$ cat src/rtl/hist_frame_scheduler_if.sv
// Handshake bundle between the frame scheduler, the top-level controller and
// the input (histogram/CDF) and output (remap) stages.
// Ports: start/num_frames/done/busy/err face the controller; input_* and
//   cdf_* face the input stage; output_*, cdf_min_out and divisor face the
//   output stage. master = scheduler view, slave = environment view.
interface hist_frame_scheduler_if #(
  parameter int CW = 20,
  parameter int FW = 8
);
  logic          start;
  logic [FW-1:0] num_frames;
  logic          input_start;
  logic          input_done;
  logic          cdf_valid;
  logic [CW-1:0] cdf_min;
  logic          input_base_offset;
  logic          output_start;
  logic          output_done;
  logic          output_base_offset;
  logic [CW-1:0] cdf_min_out;
  logic [CW-1:0] divisor;
  logic          busy;
  logic          done;
  logic          err;

  modport master (
    input  start, num_frames, input_done, cdf_valid, cdf_min, output_done,
    output input_start, input_base_offset, output_start, output_base_offset,
           cdf_min_out, divisor, busy, done, err
  );

  modport slave (
    output start, num_frames, input_done, cdf_valid, cdf_min, output_done,
    input  input_start, input_base_offset, output_start, output_base_offset,
           cdf_min_out, divisor, busy, done, err
  );
endinterface

$ cat src/rtl/hist_frame_scheduler.sv
// Multi-frame sequencer for histogram equalisation: ping-pongs two banks so the
//   input stage of frame k+1 overlaps the output stage of frame k.
// Latency: every launch/done pulse appears one cycle after the event enabling it.
// Backpressure: input launch waits for a free bank; output launch waits for a full bank.
// Ports: clock, reset (sync, active-high); bus (master modport) carries start/
//   num_frames/busy/done/err, input stage start/done/cdf/bank, output stage
//   start/done/bank/cdf_min_out/divisor.
module hist_frame_scheduler #(
  parameter int PIXELS = 16384,
  parameter int CW     = 20,
  parameter int FW     = 8
) (
  input  logic                  clock,
  input  logic                  reset,
  hist_frame_scheduler_if.master bus
);

  // One extra bit so the frame counters never wrap, even for N = 2^FW - 1.
  localparam int CNTW = FW + 1;

  typedef enum logic [1:0] {
    S_IDLE,
    S_RUN,
    S_DONE
  } state_t;

  state_t          state;
  logic [FW-1:0]   n_frames;
  logic [CNTW-1:0] in_cnt;
  logic [CNTW-1:0] out_cnt;
  logic            in_active;
  logic            out_active;
  logic [1:0]      full;
  logic [CW-1:0]   cdf_bank [2];
  logic            got_cdf;

  // Registered outputs
  logic          input_start_q;
  logic          input_off_q;
  logic          output_start_q;
  logic          output_off_q;
  logic [CW-1:0] cdf_out_q;
  logic [CW-1:0] divisor_q;
  logic          busy_q;
  logic          done_q;
  logic          err_q;

  // Post-event view of this cycle: launch decisions look at the state as it
  // will be after this cycle's done/cdf pulses, so a launch lands exactly one
  // cycle after the done pulse that enabled it and never shares its cycle.
  logic            in_fin;
  logic            out_fin;
  logic            got_eff;
  logic [1:0]      full_nx;
  logic [CW-1:0]   cdf_nx [2];
  logic [CNTW-1:0] in_cnt_nx;
  logic [CNTW-1:0] out_cnt_nx;
  logic            in_act_nx;
  logic            out_act_nx;
  logic            in_bank_nx;
  logic            out_bank_nx;
  logic            finish_run;
  logic            launch_in;
  logic            launch_out;
  logic [CW-1:0]   sel_cdf;
  logic [CW:0]     div_wide;
  logic [CW-1:0]   div_val;

  always_comb begin
    // Stage pulses only count while that stage is active (implies RUN).
    in_fin    = in_active & bus.input_done;
    out_fin   = out_active & bus.output_done;
    got_eff   = got_cdf | (in_active & bus.cdf_valid);

    full_nx   = full;
    cdf_nx[0] = cdf_bank[0];
    cdf_nx[1] = cdf_bank[1];
    if (in_active && bus.cdf_valid) begin
      cdf_nx[in_cnt[0]] = bus.cdf_min;
    end
    if (in_fin) begin
      full_nx[in_cnt[0]] = 1'b1;
      // A frame that never reported its CDF minimum remaps with cdf = 0.
      if (!got_eff) begin
        cdf_nx[in_cnt[0]] = '0;
      end
    end
    // The two stages can never be finishing on the same bank: the input stage
    // only writes an empty bank and the output stage only reads a full one.
    if (out_fin) begin
      full_nx[out_cnt[0]] = 1'b0;
    end

    in_cnt_nx   = in_cnt + {{FW{1'b0}}, in_fin};
    out_cnt_nx  = out_cnt + {{FW{1'b0}}, out_fin};
    in_act_nx   = in_active & ~in_fin;
    out_act_nx  = out_active & ~out_fin;
    in_bank_nx  = in_cnt_nx[0];
    out_bank_nx = out_cnt_nx[0];

    finish_run  = (state == S_RUN) && (out_cnt_nx == {1'b0, n_frames});
    launch_in   = (state == S_RUN) && !finish_run && !in_act_nx &&
                  (in_cnt_nx < {1'b0, n_frames}) && !full_nx[in_bank_nx];
    launch_out  = (state == S_RUN) && !finish_run && !out_act_nx &&
                  full_nx[out_bank_nx];

    // Divisor in CW+1 bits so cdf >= PIXELS shows up as zero or negative;
    // clamp those to 1 so the remap never divides by zero.
    sel_cdf  = cdf_nx[out_bank_nx];
    div_wide = (CW + 1)'(PIXELS) - {1'b0, sel_cdf};
    div_val  = (div_wide[CW] || (div_wide == '0)) ? CW'(1) : div_wide[CW-1:0];
  end

  always_ff @(posedge clock) begin
    if (reset) begin
      state          <= S_IDLE;
      n_frames       <= '0;
      in_cnt         <= '0;
      out_cnt        <= '0;
      in_active      <= 1'b0;
      out_active     <= 1'b0;
      full           <= '0;
      cdf_bank[0]    <= '0;
      cdf_bank[1]    <= '0;
      got_cdf        <= 1'b0;
      input_start_q  <= 1'b0;
      input_off_q    <= 1'b0;
      output_start_q <= 1'b0;
      output_off_q   <= 1'b0;
      cdf_out_q      <= '0;
      divisor_q      <= '0;
      busy_q         <= 1'b0;
      done_q         <= 1'b0;
      err_q          <= 1'b0;
    end else begin
      input_start_q  <= 1'b0;
      output_start_q <= 1'b0;
      done_q         <= 1'b0;

      case (state)
        S_IDLE: begin
          if (bus.start) begin
            err_q <= 1'b0;
            if (bus.num_frames == '0) begin
              // Empty job: acknowledge with a done pulse, never go busy.
              done_q <= 1'b1;
            end else begin
              // Frame 0 launches straight from the start acceptance; bank 0
              // is empty here because every previous frame was drained.
              state         <= S_RUN;
              n_frames      <= bus.num_frames;
              in_cnt        <= '0;
              out_cnt       <= '0;
              full          <= '0;
              in_active     <= 1'b1;
              out_active    <= 1'b0;
              got_cdf       <= 1'b0;
              input_start_q <= 1'b1;
              input_off_q   <= 1'b0;
              busy_q        <= 1'b1;
            end
          end
        end

        S_RUN: begin
          in_cnt      <= in_cnt_nx;
          out_cnt     <= out_cnt_nx;
          full        <= full_nx;
          cdf_bank[0] <= cdf_nx[0];
          cdf_bank[1] <= cdf_nx[1];
          got_cdf     <= got_eff;
          in_active   <= in_act_nx;
          out_active  <= out_act_nx;
          if (in_fin && !got_eff) begin
            err_q <= 1'b1;
          end
          if (finish_run) begin
            state  <= S_DONE;
            done_q <= 1'b1;
            busy_q <= 1'b0;
          end
          if (launch_in) begin
            input_start_q <= 1'b1;
            in_active     <= 1'b1;
            input_off_q   <= in_bank_nx;
            got_cdf       <= 1'b0;
          end
          if (launch_out) begin
            output_start_q <= 1'b1;
            out_active     <= 1'b1;
            output_off_q   <= out_bank_nx;
            cdf_out_q      <= sel_cdf;
            divisor_q      <= div_val;
          end
        end

        S_DONE: begin
          state <= S_IDLE;
        end

        default: begin
          state <= S_IDLE;
        end
      endcase
    end
  end

  assign bus.input_start        = input_start_q;
  assign bus.input_base_offset  = input_off_q;
  assign bus.output_start       = output_start_q;
  assign bus.output_base_offset = output_off_q;
  assign bus.cdf_min_out        = cdf_out_q;
  assign bus.divisor            = divisor_q;
  assign bus.busy               = busy_q;
  assign bus.done               = done_q;
  assign bus.err                = err_q;

endmodule

$ cat src/flat_wrapper.sv
// flat-port wrapper written by rule: the top's interface ports become plain ports
module hist_frame_scheduler_flat 
#(
  parameter int PIXELS = 16384,
  parameter int CW     = 20,
  parameter int FW     = 8
)
  (clock, reset, bus_start, bus_num_frames, bus_input_done, bus_cdf_valid, bus_cdf_min, bus_output_done, bus_input_start, bus_input_base_offset, bus_output_start, bus_output_base_offset, bus_cdf_min_out, bus_divisor, bus_busy, bus_done, bus_err);
  hist_frame_scheduler_if #(.CW(CW), .FW(FW)) bus_i ();
  input  logic clock;
  input  logic reset;
  input wire logic [$bits(bus_i.start)-1:0] bus_start;
  input wire logic [$bits(bus_i.num_frames)-1:0] bus_num_frames;
  input wire logic [$bits(bus_i.input_done)-1:0] bus_input_done;
  input wire logic [$bits(bus_i.cdf_valid)-1:0] bus_cdf_valid;
  input wire logic [$bits(bus_i.cdf_min)-1:0] bus_cdf_min;
  input wire logic [$bits(bus_i.output_done)-1:0] bus_output_done;
  output wire logic [$bits(bus_i.input_start)-1:0] bus_input_start;
  output wire logic [$bits(bus_i.input_base_offset)-1:0] bus_input_base_offset;
  output wire logic [$bits(bus_i.output_start)-1:0] bus_output_start;
  output wire logic [$bits(bus_i.output_base_offset)-1:0] bus_output_base_offset;
  output wire logic [$bits(bus_i.cdf_min_out)-1:0] bus_cdf_min_out;
  output wire logic [$bits(bus_i.divisor)-1:0] bus_divisor;
  output wire logic [$bits(bus_i.busy)-1:0] bus_busy;
  output wire logic [$bits(bus_i.done)-1:0] bus_done;
  output wire logic [$bits(bus_i.err)-1:0] bus_err;
  assign bus_i.start = bus_start;
  assign bus_i.num_frames = bus_num_frames;
  assign bus_i.input_done = bus_input_done;
  assign bus_i.cdf_valid = bus_cdf_valid;
  assign bus_i.cdf_min = bus_cdf_min;
  assign bus_i.output_done = bus_output_done;
  assign bus_input_start = bus_i.input_start;
  assign bus_input_base_offset = bus_i.input_base_offset;
  assign bus_output_start = bus_i.output_start;
  assign bus_output_base_offset = bus_i.output_base_offset;
  assign bus_cdf_min_out = bus_i.cdf_min_out;
  assign bus_divisor = bus_i.divisor;
  assign bus_busy = bus_i.busy;
  assign bus_done = bus_i.done;
  assign bus_err = bus_i.err;
  hist_frame_scheduler #(.PIXELS(PIXELS), .CW(CW), .FW(FW)) u_core (.clock(clock), .reset(reset), .bus(bus_i));
endmodule
$ cat config.mk
export PLATFORM = sky130hd
export DESIGN_NAME = hist_frame_scheduler_flat
export DESIGN_NICKNAME = d
export VERILOG_FILES = /design/src/rtl/hist_frame_scheduler_if.sv /design/src/rtl/hist_frame_scheduler.sv /design/src/flat_wrapper.sv
export SDC_FILE = /design/constraint.sdc
export NUM_CORES = 1
export LEC_CHECK = 0
export ABC_CLOCK_PERIOD_IN_PS = 12800
export CAP_MARGIN = 5
export CORE_MARGIN = 2
export CORE_UTILIZATION = 54
export CTS_CLUSTER_SIZE = 10
export DETAILED_ROUTE_END_ITERATION = 6
export DONT_BUFFER_PORTS = 1
export GPL_ROUTABILITY_DRIVEN = 0
export PLACE_DENSITY = 0.73
export SLEW_MARGIN = 20
export SYNTH_ARGS = -nofsm -noshare
export SYNTH_HDL_FRONTEND = slang
export SYNTH_SLANG_ARGS = --single-unit
$ cat constraint.sdc
create_clock -name clock -period 12.8 [get_ports clock]
set_input_delay 2.56 -clock clock [delete_from_list [all_inputs] [get_ports clock]]
set_output_delay 2.56 -clock clock [all_outputs]
set_load 0.1 [all_outputs]
* Yosys cells after proc, flatten, opt, wreduce, memory -nomap -nowiden
Memories as Yosys holds them, arrays and structs flattened.
Index checks and enable logic that the tools add are counted.
** Cells by class
- $add $sub $neg :: 3
- Order comparisons :: 10
- Eq/ne operators :: 7
- Mux-type cells :: 64
- Bitwise logic cells :: 19
- Reductions and logical operators :: 30
** Operators by type and width (number)
- $mux W20 :: 7
- $mux W40 :: 3
- $and A40 B40 Y40 :: 1
- $bwmux W40 :: 1
- $not A40 Y40 :: 1
- $pmux W9 S2 :: 2
- $mux W1 :: 29
- $logic_not A21 Y1 :: 1
- $sub A15 B20 Y21 const A :: 1
- $demux W20 S1 :: 1
- $add A9 B1 Y9 :: 2
- $mux W9 :: 2
- $pmux W1 S2 :: 8
- $mux W2 :: 7
- $logic_and A1 B1 Y1 :: 12
- $reduce_and A3 Y1 :: 4
- $eq A9 B8 Y1 :: 1
- $lt A9 B8 Y1 :: 1
- $logic_not A8 Y1 :: 1
- $lt A1 B2 Y1 const B :: 4
- $pmux W2 S2 :: 2
- $reduce_and A4 Y1 :: 2
- $ne A2 B2 Y1 const B :: 3
- $and A1 B1 Y1 :: 5
- 18 further kinds :: 32
** Word-level totals
- Flip-flop bits (word level) :: 80
- Bits in writable memories :: 40
- Output and inout port bits :: 47
- Word-level logic and storage cells :: 151
- Memories kept :: 1
** Memories
- u_core.cdf_bank :: words 2, bits a word 20, read ports 2, clocked after Yosys merged registers in 0, wr ports 2, line hist_frame_scheduler.sv:34 : logic [CW-1:0] cdf_bank [2];

* Logic depth before layout (Yosys ltp)
Gate-level depths: netlist of run 1.
- Word-level depth :: 17
- Gate-level depth with buffers :: 17
- Gate-level depth less buffers :: 15

* Worst setup path after synthesis of run 1
Ideal clock, no wire load.
- Path kind :: input -> register
- Start :: input port bus_output_done
- End :: register u_core.divisor_q[1] (netlist: u_core.bus.divisor[1])
- Setup time :: 61 ps
- Data arrival time :: 5812 ps
- Setup slack :: 6927 ps
- Stages :: 17
- Buffers on the path :: 3
- Cells stage by stage :: and2_1 > ha_1 > inv_1 > o21ai_2 > buf_4 > buf_2 > o22ai_1 > inv_1 > ha_1 > o221ai_2 > nor3_2 > and2_1 > nand2_1 > a2111oi_4 > buf_4 > o311ai_1 > nand2_1
** Between the ends
- Longest elaborated chain between the ends :: 10
** Ends and longest elaborated chain
- from (decl) :: line flat_wrapper.sv:17 : input wire logic [$bits(bus_i.output_done)-1:0] bus_output_done;
- $and A1 B1 Y1 * :: line hist_frame_scheduler.sv:72 : out_fin = out_active & bus.output_done;
- $add A9 B1 Y9 * :: line hist_frame_scheduler.sv:95 : out_cnt_nx = out_cnt + {{FW{1'b0}}, out_fin};
- net u_core.out_cnt_nx[0] :: line hist_frame_scheduler.sv:57 : logic [CNTW-1:0] out_cnt_nx;
- $not A1 Y2 (not written as such) :: line hist_frame_scheduler.sv:109 : sel_cdf = cdf_nx[out_bank_nx];
- $mux W20 (not written as such) (3 in a row) :: line hist_frame_scheduler.sv:109
- $sub A15 B20 Y21 :: line hist_frame_scheduler.sv:110 : div_wide = (CW + 1)'(PIXELS) - {1'b0, sel_cdf};
- $logic_not A21 Y1 :: line hist_frame_scheduler.sv:111 : div_val = (div_wide[CW] || (div_wide == '0)) ? CW'(1) : div_wide[CW-1:0];
- $logic_or A1 B1 Y1 :: line hist_frame_scheduler.sv:111
- $mux W20 :: line hist_frame_scheduler.sv:111
- to (signal assigned) :: line hist_frame_scheduler.sv:193 : divisor_q <= div_val;
- to (decl) :: line hist_frame_scheduler.sv:43 : logic [CW-1:0] divisor_q;
Mark *: on every way through the listed nets, which the timed path passes. The rest lies on a longest branch. The select of a mux whose other input is x is not followed.
A chain may end at the register's enable or synchronous reset.

* Final worst setup path of run 1
Ends and elaborated chain as after synthesis.

==> results.yml, run 1 <==
run_status:
  status: "finished, final reports clean"
global_route:
  grt_pass1_wl_um: 24700
  grt_use_total: 0.245
  grt_pass1_vias: 5004
  grt_start_max_net_pins: 49
  antenna_found_initial: 0
  overflow: 0
power_and_ir_drop:
  pwr-share-comb: 0.149
  clkPwrFrac: 0.454
  switching_share: 0.278
  p_int_mw: 0.820
  p_leak_nw: 2.92
  power_switching_mw: 0.316
  power.total_mw: 1.14
  ir_drop_v: 0.000131
  power_density_nw_per_um2: 162
  power_frac_seq: 0.398
floorplanning:
  core.rowCount: 39
  start_util: 0.553
  fp.coreArea_um2: 11400
  die_x_um: 112
  fp.dieArea_um2: 12600
  num_io_pins: 81
  die_h_um: 112
detailed_routing:
  ant_nets: 0
  wirelength_um: 15200
  route.vias.total: 4945
  drtIter0Drc: 275
  via_per_inst: 6.20
  drc: 0
  drt_first_pass_iters: 5
  wl_per_cell_um: 19.0
synthesis:
  yosysTopAreaCellShare: 0.254
  ys_seq_area_frac: 0.444
  synth_cells: 652
  yosys_warnings: 0
  synth_ff_type: "dfxtp_1"
  yosys-top-cells-area: "dfxtp_1, edfxtp_1, mux2i_1"
  syn_nets: 699
  synth_area_leader_cell: "dfxtp_1"
  yosysUniqueCellTypes: 77
  synth_edf_count: 40
  async_reset_ff_frac: 0
  netlist_area_um2: 6310
  syn_avg_cell_area_um2: 9.68
  ys_ff_latch: 120
sta:
  finalClockSkew_ns: 0.00716
  hold_violations: 0
  final-setup-viol-count: 0
  period_share: 0.510
  final_max_slew_viol_count: 0
  tightest_slew_ns: 1.03
  worst_slew_margin_rel: 0.311
  period_minus_slack_ns: 6.53
  setup_ws_ns: 6.27
  max_freq_ghz: 0.153
  setup_tns_ns: 0
  rsz0062_at_grt: "false"
setup_path:
  crit_type: "in2reg"
  worstSetupEndpointType: "register"
  crit_path_start_kind: "primary input"
  cp.arrival_ns: 6.90
  worst_ep_required_time_ns: 13.16
  worstPathMaxFanout: 22
layout:
  final_common_cell: "nor2_1"
  final_cells: 797
  num-nets-final: 688
  final_util: 0.613
  syn2layout_area_growth_pct: 10.8
  num_antenna_cells: 0
  layout-drive-gt1-share: 0.0994
  final_cell_mix: "nor2_1, dfxtp_1, mux2i_1"
cts:
  hold_buffers: 0
  cts.repair.resized: 0
  htree_num_levels: 4
  clk_pin_slew_ns: 0.06
  cts_root_buf: "clkbuf_16"
  insertion_delay_ns: 0.42
  cts_buffers: 17
  cts.sinks: 120
  clockBufferDepth: 2
  cts_tree: "built"
  post_cts_buffers: 0
min_path:
  hold_path_class: "reg2reg"
place:
  portBuffers: 0
  hpwl_um: 10700
  place_inst: 765
  place_ws_ns: 5.94
flow_run:
  maxCapViolations: 0
-- routing by layer --
| layer | GRT usage | wire (um) | up-vias |
|---|---|---|---|
| met5 | 0 | 0 | - |
| met4 | 0.120 | 527 | 0 |
| met3 | 0.0643 | 999 | 45 |
| met2 | 0.412 | 7390 | 176 |
| met1 | 0.293 | 6240 | 2362 |
| li1 | - | - | 2362 |
-- flip-flops by register name, indices dropped and copies added, names as in the netlist, 2 cells and up --
register                count
u_core.cdf_bank            40
u_core.out_cnt              9
u_core.in_cnt               9
u_core.state                2
u_core.bus.divisor         20
u_core.n_frames             8
u_core.full                 2
u_core.bus.cdf_min_out     20
-- power by group through the flow --
stage,logic (mW),clock network [mW],registers (mW)
floorplan,0.136,0,0.454
global route,0.184,0.535,0.454
finish,0.169,0.515,0.452
CTS,0.167,0.517,0.452
global placement,0.163,0,0.459
detailed placement,0.166,0,0.460
-- critical path, stage by stage --
cell       delay, ns
and2_1          0.17
ha_1            0.38
inv_1           0.22
a21o_1          0.68
nor2_1          0.22
nor2_1          0.25
ha_1            0.27
o221ai_2        0.16
nor3_2          0.37
and2_1          0.24
nand2_1         0.15
a2111oi_4       0.90
o311ai_1        0.21
nand2_1         0.11
-- path summary, 6_finish.rpt --
path | start | end | slack, ns | depth (start not counted)
worst max-delay path | bus_output_done | u_core.bus.divisor[1] | 6.27 | 14
worst min-delay path | u_core.full[1] | u_core.full[1] | 0.45 | 2
worst max register to register | u_core.in_active | u_core.bus.divisor[1] | 8.05 | 12
worst min register to register | u_core.full[1] | u_core.full[1] | 0.45 | 2
-- synthesized netlist by cell type (4+ instances only) --
library cell / n
nor2_1: 105
dfxtp_1: 80
mux2i_1: 53
nand2_1: 41
edfxtp_1: 40
a21oi_1: 34
o21ai_0: 24
a22o_1: 23
clkbuf_1: 19
inv_1: 17
xor2_1: 16
xnor2_1: 15
ha_1: 13
o22ai_1: 13
nor3_1: 12
and2_1: 10
nand3_1: 8
a31oi_1: 6
and3_1: 6
buf_2: 6
nand2b_1: 6
o31ai_1: 6
a21o_1: 5
buf_6: 5
nor4_1: 5
a211oi_1: 4
buf_4: 4
nor2b_1: 4
nor3b_1: 4
or2_2: 4
-- stage by stage --
stage	hold slack, ns	cell area (um^2)
after floorplan	0.426	6310
after global placement	0.439	6340
after detailed placement	0.443	6340
after CTS	0.456	6990
after global routing	0.483	6990
final	0.451	6990
-- area by class of cell --
cell class / count / area (um^2)
clock buffer: 23 / 553
clock inverter: 9 / 101
fill: 971 / 4420
inverter: 17 / 63.8
multi-input combinational: 480 / 3260
sequential: 120 / 2800
tap: 143 / 179
timing repair buffer: 5 / 37.5
-- cells by family (layout without fill, tap and decap cells) --
group / after synthesis / after routing / share of synthesized area
AOI/OAI and AO/OA: 152 / 152 / 0.175
muxes: 57 / 57 / 0.0934
DFF: 120 / 120 / 0.444
buffers and inverters: 52 / 54 / 0.0405
and+or+nand+nor: 227 / 227 / 0.178
adders and majority gates: 13 / 13 / 0.0258
xor gates and xnor gates: 31 / 31 / 0.0430
No activity file was read; power rests on OpenSTA's default activity.
==> run 2, diff against run 1 <==
ABC_CLOCK_PERIOD_IN_PS = 5500   (was 12800)
PLACE_DENSITY = 0.76   (was 0.73)
clock period = 5.5 ns   (was 12.8 ns; I/O delays follow)
==> results.yml, run 2 (synthesis results as in run 1) <==
global_route:
  grt_pass1_wl_um: 25200
  grt_start_max_net_pins: 49
  grt_pass1_vias: 4970
  grt_use_total: 0.250
  overflow: 0
  antenna_found_initial: 0
sta:
  setup_ws_ns: 0.818
  max_freq_ghz: 0.214
  tightest_slew_ns: 1.10
  period_minus_slack_ns: 4.68
  setup_tns_ns: 0
  finalClockSkew_ns: 0.0105
  worst_slew_margin_rel: 0.269
  final-setup-viol-count: 0
  hold_violations: 0
  final_max_slew_viol_count: 0
  period_share: 0.851
  rsz0062_at_grt: "false"
floorplanning:
  die_x_um: 112
  start_util: 0.553
  num_io_pins: 81
  fp.dieArea_um2: 12600
  core.rowCount: 39
  fp.coreArea_um2: 11400
  die_h_um: 112
cts:
  htree_num_levels: 4
  clk_pin_slew_ns: 0.06
  cts_tree: "built"
  hold_buffers: 0
  cts.sinks: 120
  cts_buffers: 17
  post_cts_buffers: 0
  cts_root_buf: "clkbuf_16"
  insertion_delay_ns: 0.42
  cts.repair.resized: 0
  clockBufferDepth: 2
power_and_ir_drop:
  clkPwrFrac: 0.431
  power_density_nw_per_um2: 368
  power_frac_seq: 0.412
  pwr-share-comb: 0.156
  p_int_mw: 1.83
  power_switching_mw: 0.732
  ir_drop_v: 0.000277
  p_leak_nw: 2.89
  power.total_mw: 2.56
  switching_share: 0.286
setup_path:
  crit_type: "in2reg"
  path_cells: "and2_1 > ha_1 > inv_1 > a21o_1 > nor2_1 > nor2_1 > ha_1 > o221ai_2 > nor3_2 > and2_1 > nand2_1 > a2111oi_4 > o311ai_1 > nand2_1"
  path_delay_family: "compound AO/OA/AOI/OAI gates"
  crit_path_start_kind: "primary input"
  crit_buf_inv: 1
  crit_slowest_cell: "a2111oi_4"
  cp.arrival_ns: 5.04
  worst_ep_required_time_ns: 5.85
  worstPathMaxFanout: 16
  slowest_delay_ns: 0.88
  worstSetupEndpointType: "register"
detailed_routing:
  drtIter0Drc: 442
  wl_met1_um: 6290
  ant_nets: 0
  drc: 1
  topRoutingLayerUsed: "met4"
  via_per_inst: 6.26
  wl_per_cell_um: 19.5
  wl_met2_um: 7700
  drt_first_pass_iters: 7
  met3_length_um: 1130
  wirelength_um: 15600
  route.vias.total: 5005
layout:
  multiInputGateArea_um2: 3250
  final_common_cell: "nor2_1"
  final_cell_mix: "nor2_1, dfxtp_1, mux2i_1"
  layout-drive-gt1-share: 0.0974
  syn2layout_area_growth_pct: 10.1
  largest-register: "u_core.cdf_bank"
  regArea_um2: 2800
  largest_reg_flops: 40
  num_antenna_cells: 0
  num-nets-final: 691
  final_cells: 800
  fill_cells: 951
place:
  place_inst: 768
  hpwl_um: 11000
  portBuffers: 0
  place_ws_ns: 0.468
flow_run:
  maxCapViolations: 0
min_path:
  hold_path_class: "reg2reg"
run_status:
  status: "finished, violations left"
  failed_checks: "design-rule violations"
run 2: cell types whose count changed in the layout (fill, tap and decap cells not counted), sizes merged:
| cell | delta |
|---|---|
| clkinv | -1 |
| buf | +3 |
| clkbuf | +1 |
| clkinvlp | +1 |
| inv | -1 |
run 2: area by class of cell:
class,instances,share of cell area
multi-input combinational,480,0.469
sequential,120,0.404
clock buffer,24,0.0708
tap,143,0.0258
clock inverter,8,0.0135
inverter,17,0.00919
timing repair buffer,8,0.00865
run 2: layer usage:
layer	vias up	global-route usage
met4	0	0.111
met3	43	0.0718
li1	2360	-
met2	205	0.417
met1	2397	0.304
met5	-	0
run 2: worst min-delay path, stage by stage (launching register included):
cell     delay, ns
dfxtp_1       0.33
nand2_1       0.05
o21ai_0       0.06
run 2: per-stage QoR:
step | cell area [um^2] | hold slack [ns] | util
after global placement | 6360 | 0.441 | 0.557
final | 6950 | 0.465 | 0.608
after detailed placement | 6360 | 0.449 | 0.557
after global routing | 6950 | 0.499 | 0.608
after floorplan | 6310 | 0.426 | -
after CTS | 6950 | 0.461 | 0.608
run 2: path summary, 6_finish.rpt:
path | from | end | slack [ns] | cells past startpoint
max | bus_output_done | u_core.bus.divisor[1] | 0.82 | 14
min | u_core.full[1] | u_core.full[1] | 0.46 | 2
max reg2reg | u_core.in_cnt[0] | u_core.bus.divisor[1] | 1.09 | 12
min reg2reg | u_core.full[1] | u_core.full[1] | 0.46 | 2
run 2: power groups by stage:
stage | sequential [mW] | combinational, mW | clock, mW
2_1_floorplan | 1.06 | 0.316 | 0
3_3_place_gp | 1.07 | 0.381 | 0
3_5_place_dp | 1.07 | 0.392 | 0
4_1_cts | 1.05 | 0.396 | 1.11
5_1_grt | 1.06 | 0.434 | 1.14
6_report | 1.05 | 0.400 | 1.10
